$ cat src/rtl/uart_tx_arbiter_pkg.sv
// uart_tx_arbiter_pkg: shared FSM state type and sizing helpers for the UART TX arbiter
package uart_tx_arbiter_pkg;
    typedef enum logic [1:0] {IDLE, HOLD, SEND, GAP} state_t;
    localparam int DEFAULT_HOLD_TIMEOUT = 1024;
    localparam int DEFAULT_CNT_W = $clog2(DEFAULT_HOLD_TIMEOUT);
    function automatic int cnt_width(int timeout);
        return $clog2(timeout);
    endfunction
endpackage

$ cat src/rtl/uart_tx_arbiter_if.sv
// uart_tx_arbiter_if: requester byte streams plus the avr_interface TX channel
//   req_valid/req_data/req_last : per-requester byte offer (data of requester i at [8i+7:8i])
//   req_ready                   : per-requester accept strobe
//   grant                       : one-hot current owner
//   tx_data/new_tx_data/tx_busy : avr_interface serial TX channel
interface uart_tx_arbiter_if #(parameter int NUM_REQ = 2);
    logic [NUM_REQ-1:0]   req_valid;
    logic [8*NUM_REQ-1:0] req_data;
    logic [NUM_REQ-1:0]   req_last;
    logic [NUM_REQ-1:0]   req_ready;
    logic [NUM_REQ-1:0]   grant;
    logic [7:0]           tx_data;
    logic                 new_tx_data;
    logic                 tx_busy;
    modport master (
        output req_valid, req_data, req_last, tx_busy,
        input  req_ready, grant, tx_data, new_tx_data
    );
    modport slave (
        input  req_valid, req_data, req_last, tx_busy,
        output req_ready, grant, tx_data, new_tx_data
    );
endinterface

$ cat src/rtl/uart_tx_arbiter_rr_pick.sv
// uart_tx_arbiter_rr_pick: combinational round-robin picker, first set bit of req at or above ptr (wrapping)
//   req    : request vector
//   ptr    : highest-priority index
//   onehot : winning requester, one-hot (0 if none)
//   idx    : index of the winner
module uart_tx_arbiter_rr_pick #(
    parameter int N  = 2,
    parameter int IW = $clog2(N)
) (
    input  logic [N-1:0]  req,
    input  logic [IW-1:0] ptr,
    output logic [N-1:0]  onehot,
    output logic [IW-1:0] idx
);
    logic [IW-1:0] j;
    // Scan from the farthest offset down so the closest match to ptr is the last one written.
    always_comb begin
        onehot = '0;
        idx    = '0;
        j      = '0;
        for (int i = N - 1; i >= 0; i--) begin
            j = IW'((int'(ptr) + i) % N);
            if (req[j]) begin
                onehot    = '0;
                onehot[j] = 1'b1;
                idx       = j;
            end
        end
    end
endmodule

$ cat src/rtl/uart_tx_arbiter.sv
// uart_tx_arbiter: round-robin, packet-locked sharing of the avr_interface TX byte channel
//   clk : system clock
//   rst : asynchronous active-high reset
//   bus : requester streams in, avr_interface tx_data/new_tx_data/tx_busy out (slave side)
module uart_tx_arbiter
    import uart_tx_arbiter_pkg::*;
#(
    parameter int NUM_REQ      = 2,
    parameter int HOLD_TIMEOUT = DEFAULT_HOLD_TIMEOUT
) (
    input logic              clk,
    input logic              rst,
    uart_tx_arbiter_if.slave bus
);
    localparam int IW = $clog2(NUM_REQ);
    localparam int CW = cnt_width(HOLD_TIMEOUT);
    state_t             state;
    logic [NUM_REQ-1:0] grant_q;
    logic [IW-1:0]      ptr;
    logic [IW-1:0]      g;
    logic [CW-1:0]      cnt;
    logic               last_q;
    logic [7:0]         tx_q;
    logic               new_q;
    logic [NUM_REQ-1:0] pick_oh;
    logic [IW-1:0]      pick_idx;
    logic               accept;
    logic [IW-1:0]      g_next;
    uart_tx_arbiter_rr_pick #(.N(NUM_REQ), .IW(IW)) u_pick (
        .req    (bus.req_valid),
        .ptr    (ptr),
        .onehot (pick_oh),
        .idx    (pick_idx)
    );
    assign accept          = state == HOLD && bus.req_valid[g] && !bus.tx_busy;
    assign g_next          = (g == IW'(NUM_REQ - 1)) ? '0 : g + 1'b1;
    assign bus.req_ready   = accept ? grant_q : '0;
    assign bus.grant       = grant_q;
    assign bus.tx_data     = tx_q;
    assign bus.new_tx_data = new_q;
    always_ff @(posedge clk or posedge rst) begin
        if (rst) begin
            state   <= IDLE;
            grant_q <= '0;
            ptr     <= '0;
            g       <= '0;
            cnt     <= '0;
            last_q  <= 1'b0;
            tx_q    <= '0;
            new_q   <= 1'b0;
        end else begin
            case (state)
                IDLE: if (|bus.req_valid) begin
                    grant_q <= pick_oh;
                    g       <= pick_idx;
                    cnt     <= '0;
                    state   <= HOLD;
                end
                HOLD: if (accept) begin
                    tx_q   <= bus.req_data[{g, 3'b000} +: 8];
                    last_q <= bus.req_last[g];
                    cnt    <= '0;
                    new_q  <= 1'b1;
                    state  <= SEND;
                end else if (!bus.req_valid[g]) begin
                    // Only an absent owner counts toward revocation; backpressure never does.
                    if (cnt == CW'(HOLD_TIMEOUT - 1)) begin
                        grant_q <= '0;
                        ptr     <= g_next;
                        state   <= IDLE;
                    end else begin
                        cnt <= cnt + 1'b1;
                    end
                end
                SEND: begin
                    new_q <= 1'b0;
                    state <= GAP;
                end
                GAP: if (last_q) begin
                    grant_q <= '0;
                    ptr     <= g_next;
                    state   <= IDLE;
                end else begin
                    cnt   <= '0;
                    state <= HOLD;
                end
                default: state <= IDLE;
            endcase
        end
    end
endmodule

$ cat src/flat_wrapper.sv
// flat-port wrapper written by rule: the top's interface ports become plain ports
module uart_tx_arbiter_flat import uart_tx_arbiter_pkg::*;
#(
    parameter int NUM_REQ      = 2,
    parameter int HOLD_TIMEOUT = DEFAULT_HOLD_TIMEOUT
)
  (clk, rst, bus_req_valid, bus_req_data, bus_req_last, bus_tx_busy, bus_req_ready, bus_grant, bus_tx_data, bus_new_tx_data);
  uart_tx_arbiter_if #(.NUM_REQ(NUM_REQ)) bus_i ();
  input logic clk;
  input logic rst;
  input wire logic [$bits(bus_i.req_valid)-1:0] bus_req_valid;
  input wire logic [$bits(bus_i.req_data)-1:0] bus_req_data;
  input wire logic [$bits(bus_i.req_last)-1:0] bus_req_last;
  input wire logic [$bits(bus_i.tx_busy)-1:0] bus_tx_busy;
  output wire logic [$bits(bus_i.req_ready)-1:0] bus_req_ready;
  output wire logic [$bits(bus_i.grant)-1:0] bus_grant;
  output wire logic [$bits(bus_i.tx_data)-1:0] bus_tx_data;
  output wire logic [$bits(bus_i.new_tx_data)-1:0] bus_new_tx_data;
  assign bus_i.req_valid = bus_req_valid;
  assign bus_i.req_data = bus_req_data;
  assign bus_i.req_last = bus_req_last;
  assign bus_i.tx_busy = bus_tx_busy;
  assign bus_req_ready = bus_i.req_ready;
  assign bus_grant = bus_i.grant;
  assign bus_tx_data = bus_i.tx_data;
  assign bus_new_tx_data = bus_i.new_tx_data;
  uart_tx_arbiter #(.NUM_REQ(NUM_REQ), .HOLD_TIMEOUT(HOLD_TIMEOUT)) u_core (.clk(clk), .rst(rst), .bus(bus_i));
endmodule
$ cat config.mk
export PLATFORM = sky130hd
export DESIGN_NAME = uart_tx_arbiter_flat
export DESIGN_NICKNAME = d
export VERILOG_FILES = /design/src/rtl/uart_tx_arbiter_pkg.sv /design/src/rtl/uart_tx_arbiter_if.sv /design/src/rtl/uart_tx_arbiter_rr_pick.sv /design/src/rtl/uart_tx_arbiter.sv /design/src/flat_wrapper.sv
export SDC_FILE = /design/constraint.sdc
export NUM_CORES = 1
export LEC_CHECK = 0
export ABC_AREA = 1
export CAP_MARGIN = 40
export CORE_MARGIN = 8
export CORE_UTILIZATION = 45
export CTS_CLUSTER_SIZE = 24
export DETAILED_ROUTE_END_ITERATION = 16
export GPL_TIMING_DRIVEN = 0
export PLACE_DENSITY = 0.8
export SLEW_MARGIN = 20
export SYNTH_ARGS = -nofsm -noshare
export SYNTH_HDL_FRONTEND = slang
export SYNTH_SLANG_ARGS = --single-unit
$ cat constraint.sdc
create_clock -name clk -period 1.3 [get_ports clk]
set_input_delay 0.13 -clock clk [delete_from_list [all_inputs] [get_ports clk]]
set_output_delay 0.13 -clock clk [all_outputs]
set_load 0.02 [all_outputs]
==> impl_metrics.json, run 1 <==
{
  "post_syn_area_um2": 1556,
  "launching_point_of_the_worst_reg2reg_path": "u_core.g",
  "finalSetupTns_ns": -1.919,
  "initial_standard_cell_utilization_of_the_core": 0.4664,
  "detail-route-antenna-nets": 0,
  "layout.area.seq_um2": 653.1,
  "share_of_the_yosys_chip_area_belonging_to_registers": 0.4180,
  "dp_slack_ns": -0.8707,
  "design.die.area_um2": 5597,
  "layout.nets": 284,
  "worstMarginPinSlew_ns": 0.4426,
  "timing.clock.skew_ns": 0.01646,
  "placedInstanceArea_um2": 1999,
  "design_area_um2": 2361,
  "arrival_ns": 1.42,
  "detail_route.wirelength_mm": 4.485,
  "drt_pre_antenna_iters": 4,
  "ys_seq_elements": 26,
  "final_worst_path_setup_slack_ns": -0.2490,
  "maxClockFrequency_mhz": 645.6,
  "number_of_remaining_drc_errors": 0,
  "cts-htree-levels": 1,
  "multiInputGateArea_um2": 930.9,
  "die_width_um": 74.81,
  "slew_headroom": 0.7046,
  "hpwlAfterDp_mm": 2.750,
  "critical_path.reg2reg.endpoint": "u_core.cnt[2]",
  "leading_cell_type_by_number_of_instances_after_synthesis": "sky130_fd_sc_hd__nand2_1",
  "leakage_power_total_nw": 1.224,
  "final_hold_viol_count": 0,
  "clock_insertion_delay_worst_skew_ns": 0.34,
  "cts_num_sinks": 26,
  "critPathRequiredTime_ns": 1.17,
  "numCtsBuffers": 3,
  "gp_congestion": 0.8632,
  "grt_pass1_wl_mm": 6.969,
  "1st_iter_drt_viols": 69,
  "via_count": 1546,
  "startpoint_type": "register",
  "yosysTopAreaCell": "sky130_fd_sc_hd__dfrtp_1",
  "fp.coreArea_um2": 3337,
  "wire_per_inst_um": 14.70,
  "crit_path_max_fanout": 3,
  "grt_setup_unrepaired": "yes",
  "layout-drive-gt1-share": 0.2857,
  "clock_path_buffers": 2,
  "die_boundary_height_um": 74.81,
  "tritoncts": "built",
  "synth-async-reset-ratio": 1.000,
  "vdd_ir_drop_max_mv": 1.203,
  "maxCapViolCount": 0,
  "num-fill-cells": 259,
  "number_of_antenna_violations_at_the_first_check_in_global_routing": 0,
  "yosys.cell_types.count": 33,
  "grt_overflow_total": 0,
  "sort_of_element_at_the_end_of_the_critical_path": "primary output",
  "std_cell_rows": 21,
  "power.density_nw_per_um2": 1929,
  "pin_count": 36,
  "synth_edf_count": 0,
  "grt_use_total": 0.1588,
  "syn_nets": 222,
  "status": "complete, but fails checks",
  "setup.reg_to_reg.worst_slack_ns": -0.12,
  "synth.yosys.warnings": 0,
  "cts_root_buffer": "sky130_fd_sc_hd__clkbuf_4",
  "syn2layout_area_growth_pct": 51.69,
  "hold_path.class": "in -> async",
  "via_count_of_the_first_global_routing_pass": 1503,
  "synth_top_cells_by_area": "sky130_fd_sc_hd__dfrtp_1 (42%), sky130_fd_sc_hd__nand2_1 (16%), sky130_fd_sc_hd__nor2_1 (7.2%)",
  "grt_start_max_net_pins": 19,
  "synth_largest_type_area_fraction": 0.4180,
  "portBuffers": 35,
  "synth_flop_cell": "sky130_fd_sc_hd__dfrtp_1",
  "violated_checks": "setup timing",
  "setup-violations-final": 24,
  "depth_of_the_most_critical_reg_to_reg_path": 10,
  "route.detailed.vias_per_inst": 5.069,
  "finalWorstPathRequiredPeriod_ns": 1.549,
  "antenna-diode-count": 0,
  "synth.top_cells.by_count": "sky130_fd_sc_hd__nand2_1 (65), sky130_fd_sc_hd__nor2_1 (30), sky130_fd_sc_hd__dfrtp_1 (26)",
  "post_synth.cell_area_avg_um2": 7.861,
  "timing.final.max_slew_violations": 0,
  "timing_worst_setup_path_type": "reg -> out",
  "syn_inst": 198,
  "cts.clk_slew.worst_paths_ns": 0.16,
  "min_period_over_period": 1.192
}
[cell usage in the layout, fill, tap and decap left out, types with 2 or more instances in the layout]
master / Yosys / final
sky130_fd_sc_hd__nand3_4: 2 / 3
sky130_fd_sc_hd__o31ai_4: 0 / 2
sky130_fd_sc_hd__dlygate4sd2_1: 0 / 11
sky130_fd_sc_hd__nand2_4: 2 / 8
sky130_fd_sc_hd__o31ai_2: 6 / 4
sky130_fd_sc_hd__inv_1: 19 / 16
sky130_fd_sc_hd__a21oi_1: 3 / 3
sky130_fd_sc_hd__clkdlybuf4s50_1: 0 / 22
sky130_fd_sc_hd__nor2_2: 2 / 2
sky130_fd_sc_hd__nand2_1: 65 / 59
sky130_fd_sc_hd__o211ai_1: 2 / 2
sky130_fd_sc_hd__nand4_1: 3 / 3
sky130_fd_sc_hd__o31ai_1: 3 / 3
sky130_fd_sc_hd__clkinv_4: 1 / 2
sky130_fd_sc_hd__dfrtp_2: 0 / 2
sky130_fd_sc_hd__nor2_1: 30 / 26
sky130_fd_sc_hd__inv_2: 1 / 3
sky130_fd_sc_hd__dfrtp_1: 26 / 24
sky130_fd_sc_hd__nand3_1: 10 / 7
sky130_fd_sc_hd__buf_4: 1 / 20
sky130_fd_sc_hd__nand3_2: 2 / 4
sky130_fd_sc_hd__clkbuf_4: 0 / 3
sky130_fd_sc_hd__nor2_4: 0 / 4
sky130_fd_sc_hd__nand2_2: 3 / 4
sky130_fd_sc_hd__xor2_1: 3 / 3
sky130_fd_sc_hd__buf_6: 1 / 3
[worst max-delay path: stages, from the launching register on]
cell,delay [ns]
sky130_fd_sc_hd__dfrtp_1,0.42
sky130_fd_sc_hd__buf_6,0.12
sky130_fd_sc_hd__nand2_4,0.05
sky130_fd_sc_hd__nand2_4,0.08
sky130_fd_sc_hd__nand3b_4,0.09
sky130_fd_sc_hd__buf_8,0.14
sky130_fd_sc_hd__nor2_4,0.08
sky130_fd_sc_hd__buf_6,0.12
[final cells by class]
cell class / count / area share
Multi-Input combinational cell: 147 / 0.3943
Sequential cell: 26 / 0.2766
Timing Repair Buffer: 57 / 0.2295
Inverter: 22 / 0.04028
Tap cell: 46 / 0.02438
Buffer: 3 / 0.01961
Clock buffer: 4 / 0.01537
[logic make-up (layout without fill, tap and decap cells)]
family	after synthesis	in the layout	share of synthesized area
flip-flops	26	26	0.4180
XOR/XNOR	4	4	0.02251
buffers and inverters	26	86	0.07475
AO/OA/AOI/OAI	17	17	0.09565
AND/OR/NAND/NOR	124	125	0.3810
adder cells (fa/ha/maj)	1	1	0.008037
[sequential cells by signal, summed over array words and instances, names as in the netlist, named ones only]
register,cells
u_core.cnt,10
u_core.state,1
u_core.g,1
u_core.bus.tx_data,8
u_core.bus.new_tx_data,1
u_core.ptr,1
u_core.last_q,1
u_core.bus.grant,2
[report_power, final]
part | switching (mW) | internal [mW] | leakage [nW] | total [mW]
registers | 0.218 | 1.08 | 0.334 | 1.30
clock network | 0.261 | 0.172 | 0.0210 | 0.433
logic | 1.64 | 1.18 | 0.868 | 2.82
[worst max-delay path by stage]
stage / slack [ns] / start / endpoint / depth (start not counted)
floorplan: -0.03 / u_core.g / bus_req_ready[0] / 6
global placement: -0.84 / bus_req_valid[0] / bus_req_ready[0] / 7
detailed placement: -0.87 / bus_req_valid[0] / bus_req_ready[0] / 7
CTS: -0.22 / u_core.g / bus_req_ready[0] / 7
global route: -0.31 / u_core.g / bus_req_ready[0] / 7
finish: -0.25 / u_core.g / bus_req_ready[0] / 7
[what timing repair did]
item,CTS,global route
setup buffers,14,7
endpoints found under the setup margin,38,26
resized for setup,51,11
gates cloned,1,1
pin swaps,9,5
hold buffers,0,0
[metal layers]
layer | GRT usage | part of all wire | vias up
li1 | - | - | 750
met1 | 0.2017 | 0.44 | 745
met2 | 0.2720 | 0.50 | 43
met3 | 0.01332 | 0.035 | 8
met4 | 0.05870 | 0.019 | 0
met5 | 0 | 0 | -
[through the flow]
stage                     total power, mW  utilization  instances  hold WS [ns]
after floorplan                     2.708            -        198        0.1700
after global placement              3.357       0.5909        279        0.4631
after CTS                           4.257       0.6700        298        0.1039
after global routing                4.834       0.7075        305        0.1184
after detailed placement            3.428       0.5992        280        0.4758
final                               4.554       0.7075        305       0.07813
Note: power is estimated with default switching activity, not from simulation.
==> run 2, diff against run 1 <==
--- a/config.mk
+++ b/config.mk
@@ -13,6 +13,7 @@
 export DETAILED_ROUTE_END_ITERATION = 16
 export GPL_TIMING_DRIVEN = 0
 export PLACE_DENSITY = 0.8
+export REMOVE_ABC_BUFFERS = 1
 export SLEW_MARGIN = 20
 export SYNTH_ARGS = -nofsm -noshare
 export SYNTH_HDL_FRONTEND = slang
==> impl_metrics.json, run 2 (same netlist as run 1, synthesis figures left out) <==
{
  "status": "complete, but fails checks",
  "violated_checks": "setup timing",
  "dp.cells": 276,
  "timing.final.max_slew_violations": 0,
  "gp_congestion": 0.7994,
  "cts.hold.buffers_added": 0,
  "clock_insertion_delay_worst_skew_ns": 0.33,
  "std_cell_rows": 21,
  "critical_path.cell_chain": "clkinvlp_4, nand2_4, nand2_4, nand3b_4, nor2_1, buf_4",
  "final_hold_viol_count": 0,
  "fp.coreArea_um2": 3337,
  "timing.critical_path.mode_cell": "sky130_fd_sc_hd__nand2_4",
  "finalWorstPathRequiredPeriod_ns": 1.486,
  "critPathRequiredTime_ns": 1.17,
  "grt_start_max_net_pins": 20,
  "vdd_ir_drop_max_mv": 1.155,
  "largest_delay_contributor_family_on_the_critical_path": "flip-flops",
  "layout.nets": 280,
  "initial_standard_cell_utilization_of_the_core": 0.4664,
  "critical-path-slowest-cell": "sky130_fd_sc_hd__dfrtp_2",
  "instances_no_fill": 301,
  "final_worst_path_setup_slack_ns": -0.1861,
  "maxCapViolCount": 0,
  "setup-violations-final": 24,
  "cts.clk_slew.worst_paths_ns": 0.15,
  "report.power.total_mw": 4.282,
  "regMostFlops": "u_core.cnt",
  "most_common_cell_after_layout_fill_and_taps_aside": "sky130_fd_sc_hd__nand2_1",
  "final_cell_mix": "sky130_fd_sc_hd__nand2_1 (52), sky130_fd_sc_hd__nor2_1 (29), sky130_fd_sc_hd__clkdlybuf4s50_1 (22), sky130_fd_sc_hd__dfrtp_1 (22), sky130_fd_sc_hd__buf_4 (19)",
  "arrival_ns": 1.36,
  "dp_slack_ns": -1.220,
  "layout-drive-gt1-share": 0.2941,
  "hpwlAfterDp_mm": 2.525,
  "numCtsBuffers": 3,
  "grt_use_total": 0.1533,
  "slew_headroom": 0.7737,
  "die_width_um": 74.81,
  "timing.clock.skew_ns": 0.01385,
  "syn2layout_area_growth_pct": 45.66,
  "pin_count": 36,
  "detail_route.wirelength_mm": 4.040,
  "launching_point_of_the_worst_reg2reg_path": "u_core.state[0]",
  "drt_pre_antenna_iters": 4,
  "placedInstanceArea_um2": 1952,
  "tritoncts": "built",
  "cts_root_buffer": "sky130_fd_sc_hd__clkbuf_4",
  "die_boundary_height_um": 74.81,
  "grt_pass1_wl_mm": 6.665,
  "largest_reg_flops": 10,
  "startpoint_type": "register",
  "timing_worst_setup_path_type": "reg -> out",
  "via_count_of_the_first_global_routing_pass": 1464,
  "wire_per_inst_um": 13.42,
  "via_count": 1486,
  "1st_iter_drt_viols": 97,
  "cts_num_sinks": 26,
  "antenna-diode-count": 0,
  "grt_setup_unrepaired": "yes",
  "number_of_antenna_violations_at_the_first_check_in_global_routing": 0,
  "worstMarginPinSlew_ns": 0.3391,
  "maxClockFrequency_mhz": 672.9,
  "power.density_nw_per_um2": 1889,
  "crit_path_max_fanout": 4,
  "number_of_remaining_drc_errors": 0,
  "critical_path.startpoint": "u_core.g",
  "sort_of_element_at_the_end_of_the_critical_path": "primary output",
  "critical_path.n_buffers_inverters": 2,
  "min_period_over_period": 1.143,
  "cts-htree-levels": 1,
  "detail-route-antenna-nets": 0,
  "design.die.area_um2": 5597,
  "clock_path_buffers": 2,
  "design_area_um2": 2267,
  "timing.critical_path.slowest_cell_delay_ns": 0.46,
  "hold_path.class": "in -> async",
  "route.detailed.vias_per_inst": 4.937,
  "setup.reg_to_reg.worst_slack_ns": -0.14,
  "portBuffers": 35,
  "grt_overflow_total": 0,
  "leakage_power_total_nw": 1.187,
  "final_core_util": 0.6794
}
==> run 2: through the flow <==
step                      setup TNS [ns]  hold WS (ns)
after floorplan                   -6.355        0.1700
after global placement            -18.92        0.4649
after detailed placement          -17.41        0.4124
after CTS                         -2.478       0.04189
after global routing              -4.356       0.06176
final                             -2.406       0.03751
==> run 2: per-layer routing <==
| layer | part of all wire | GRT usage |
|---|---|---|
| met5 | 0 | 0 |
| met4 | 0.0092 | 0.03913 |
| met3 | 0.054 | 0.04794 |
| met2 | 0.54 | 0.2749 |
| met1 | 0.39 | 0.1702 |
==> run 2: final timing paths <==
kind                       cells after the start                    end
min in group clk                               3  u_core.bus.tx_data[5]
hold reg to reg                                2  u_core.bus.tx_data[6]
max in group asynchronous                      3              async pin
hold / removal                                 2          u_core.cnt[3]
setup / recovery                               6       bus_req_ready[1]
setup reg to reg                               9          u_core.cnt[5]
==> run 2: cell type report <==
| type | count | area [um^2] |
|---|---|---|
| tap | 46 | 57.56 |
| multi-input combinational | 148 | 924.6 |
| sequential | 26 | 655.6 |
| inverter | 22 | 96.34 |
| timing repair buffer | 55 | 496.7 |
| clock buffer | 4 | 36.28 |
| fill | 305 | 1070 |
==> run 2: power by group <==
group          switching, mW  internal (mW)
combinational           1.52           1.04
sequential             0.223           1.09
clock                  0.242          0.171
==> run 2: worst register-to-register path: stages, from the launching register on <==
cell                      delay [ns]
sky130_fd_sc_hd__dfrtp_2        0.47
sky130_fd_sc_hd__inv_4          0.10
sky130_fd_sc_hd__nor2_8         0.05
sky130_fd_sc_hd__buf_4          0.18
sky130_fd_sc_hd__nand3_4        0.11
sky130_fd_sc_hd__inv_2          0.05
sky130_fd_sc_hd__nor2_4         0.16
sky130_fd_sc_hd__nand2_4        0.11
sky130_fd_sc_hd__nand2_2        0.07
sky130_fd_sc_hd__nand2_1        0.05
==> run 2: repair_timing <==
action,4_1_cts,5_1_grt
pin swaps,6,11
gates resized for setup,39,22
cloned,2,0
buffers inserted,13,6
setup endpoints to repair,38,24
==> run 3, diff against run 2 <==
--- a/config.mk
+++ b/config.mk
@@ -18,3 +18,4 @@
 export SYNTH_ARGS = -nofsm -noshare
 export SYNTH_HDL_FRONTEND = slang
 export SYNTH_SLANG_ARGS = --single-unit
+export TNS_END_PERCENT = 10
==> impl_metrics.json, run 3 (same netlist as run 1, synthesis figures left out) <==
{
  "die_width_um": 74.81,
  "std_cell_rows": 21,
  "design.die.area_um2": 5597,
  "grt_overflow_total": 0,
  "status": "complete, but fails checks",
  "cts.hold.buffers_added": 0,
  "final_worst_path_setup_slack_ns": -0.1969,
  "critPathRequiredTime_ns": 1.17,
  "num-fill-cells": 312,
  "violated_checks": "setup timing",
  "antenna-diode-count": 0,
  "sort_of_element_at_the_end_of_the_critical_path": "primary output",
  "number_of_antenna_violations_at_the_first_check_in_global_routing": 0,
  "clock_path_buffers": 2,
  "hpwlAfterDp_mm": 2.525,
  "number_of_remaining_drc_errors": 0,
  "timing.clock.skew_ns": 0.01206,
  "initial_standard_cell_utilization_of_the_core": 0.4664,
  "leakage_power_total_nw": 1.125,
  "timing.final.max_slew_violations": 0,
  "power.density_nw_per_um2": 1898,
  "critical_path.reg2reg.endpoint": "u_core.cnt[3]",
  "layout.area.seq_um2": 655.6,
  "portBuffers": 35,
  "detail_route.wirelength_mm": 3.901,
  "numCtsBuffers": 3,
  "die_boundary_height_um": 74.81,
  "clock_insertion_delay_worst_skew_ns": 0.32,
  "finalWorstPathRequiredPeriod_ns": 1.497,
  "multiInputGateArea_um2": 877.1,
  "drt_pre_antenna_iters": 4,
  "crit_path_max_fanout": 4,
  "via_count": 1449,
  "maxCapViolCount": 0,
  "grt_use_total": 0.1464,
  "dp_slack_ns": -1.220,
  "timing.critical_path.to": "bus_req_ready[1]",
  "syn2layout_area_growth_pct": 40.43,
  "detail-route-antenna-nets": 0,
  "gp_congestion": 0.7994,
  "grt_start_max_net_pins": 20,
  "cts_root_buffer": "sky130_fd_sc_hd__clkbuf_4",
  "final_hold_viol_count": 0,
  "regMostFlops": "u_core.cnt",
  "instances_no_fill": 297,
  "timing_worst_setup_path_type": "reg -> out",
  "tritoncts": "built",
  "finalSetupTns_ns": -2.856,
  "cts_num_sinks": 26,
  "arrival_ns": 1.37,
  "startpoint_type": "register",
  "report.power.total_mw": 4.148,
  "critical_path.startpoint": "u_core.g",
  "fp.coreArea_um2": 3337,
  "final_cell_mix": "sky130_fd_sc_hd__nand2_1 (60), sky130_fd_sc_hd__nor2_1 (29), sky130_fd_sc_hd__clkdlybuf4s50_1 (22), sky130_fd_sc_hd__dfrtp_1 (22)",
  "grt_pass1_wl_mm": 6.368,
  "maxClockFrequency_mhz": 668.1,
  "cts-htree-levels": 1,
  "vdd_ir_drop_max_mv": 1.091,
  "largest_reg_flops": 10,
  "layout-drive-gt1-share": 0.2430,
  "hold_path.class": "in -> async",
  "cts.clk_slew.worst_paths_ns": 0.15,
  "via_count_of_the_first_global_routing_pass": 1422,
  "slew_headroom": 0.7755,
  "layout.nets": 276,
  "wire_per_inst_um": 13.13,
  "1st_iter_drt_viols": 105,
  "route.detailed.vias_per_inst": 4.879,
  "grt_setup_unrepaired": "yes",
  "dp.cells": 276,
  "most_common_cell_after_layout_fill_and_taps_aside": "sky130_fd_sc_hd__nand2_1",
  "pin_count": 36,
  "min_period_over_period": 1.151,
  "launching_point_of_the_worst_reg2reg_path": "u_core.g",
  "worstMarginPinSlew_ns": 0.3363,
  "setup.reg_to_reg.worst_slack_ns": -0.16,
  "setup-violations-final": 25,
  "depth_of_the_most_critical_reg_to_reg_path": 10
}
==> run 3: cell count changes in the layout (fill, tap and decap cells not counted), sizes merged <==
cell,previous run,this run
inv,20,19
buf,22,18
clkinv,1,2
==> run 3: area by class of cell <==
| type | instances | share of cell area |
|---|---|---|
| clock buffers | 4 | 0.01660 |
| multi-input cells | 148 | 0.4013 |
| well taps | 46 | 0.02633 |
| inverters | 22 | 0.04408 |
| flip-flops and latches | 26 | 0.2999 |
| repair buffers | 51 | 0.2118 |
==> run 3: power breakdown <==
group / internal (mW) / switching (mW)
clock: 0.171 / 0.240
combinational: 0.993 / 1.44
sequential: 1.09 / 0.217
total: 2.25 / 1.89
==> run 3: through the flow <==
stage	hold WS, ns	utilization	area [um^2]
2_1_floorplan	0.1700	-	1529
3_3_place_gp	0.4649	0.5804	1937
3_5_place_dp	0.4124	0.5849	1952
4_1_cts	0.04189	0.6292	2100
5_1_grt	0.06232	0.6550	2186
6_report	0.03841	0.6550	2186
==> run 3: per-layer routing <==
layer	vias to the layer above	routed length [um]	global-route usage
li1	734	-	-
met1	683	1595	0.1623
met2	30	2103	0.2672
met3	2	185	0.04660
met4	0	17	0.02609
met5	-	0	0
==> run 3: worst min-delay path by stage <==
stage                          startpoint                     to  slack [ns]  depth (start not counted)
detailed placement                    rst          u_core.cnt[4]        0.41                          2
finish                                rst          u_core.cnt[4]        0.04                          2
floorplan                             rst              async pin        0.17                          1
global route                          rst          u_core.cnt[7]        0.06                          2
CTS                                   rst          u_core.cnt[4]        0.04                          2
global placement    u_core.bus.tx_data[6]  u_core.bus.tx_data[6]        0.46                          2
==> run 3: worst max-delay path, cell delays in order (launching register included) <==
cell                         delay, ns
sky130_fd_sc_hd__dfrtp_2          0.46
sky130_fd_sc_hd__clkinvlp_4       0.11
sky130_fd_sc_hd__nand2_4          0.06
sky130_fd_sc_hd__nand2_4          0.07
sky130_fd_sc_hd__nand3b_4         0.10
sky130_fd_sc_hd__nor2_1           0.11
sky130_fd_sc_hd__buf_4            0.14
==> run 3: timing repair <==
action,in CTS,in global routing
resized for setup,35,11
buffers inserted,10,5
pin swaps,6,8
setup endpoints to repair,38,24
hold endpoints to repair,0,0
cloned,1,1
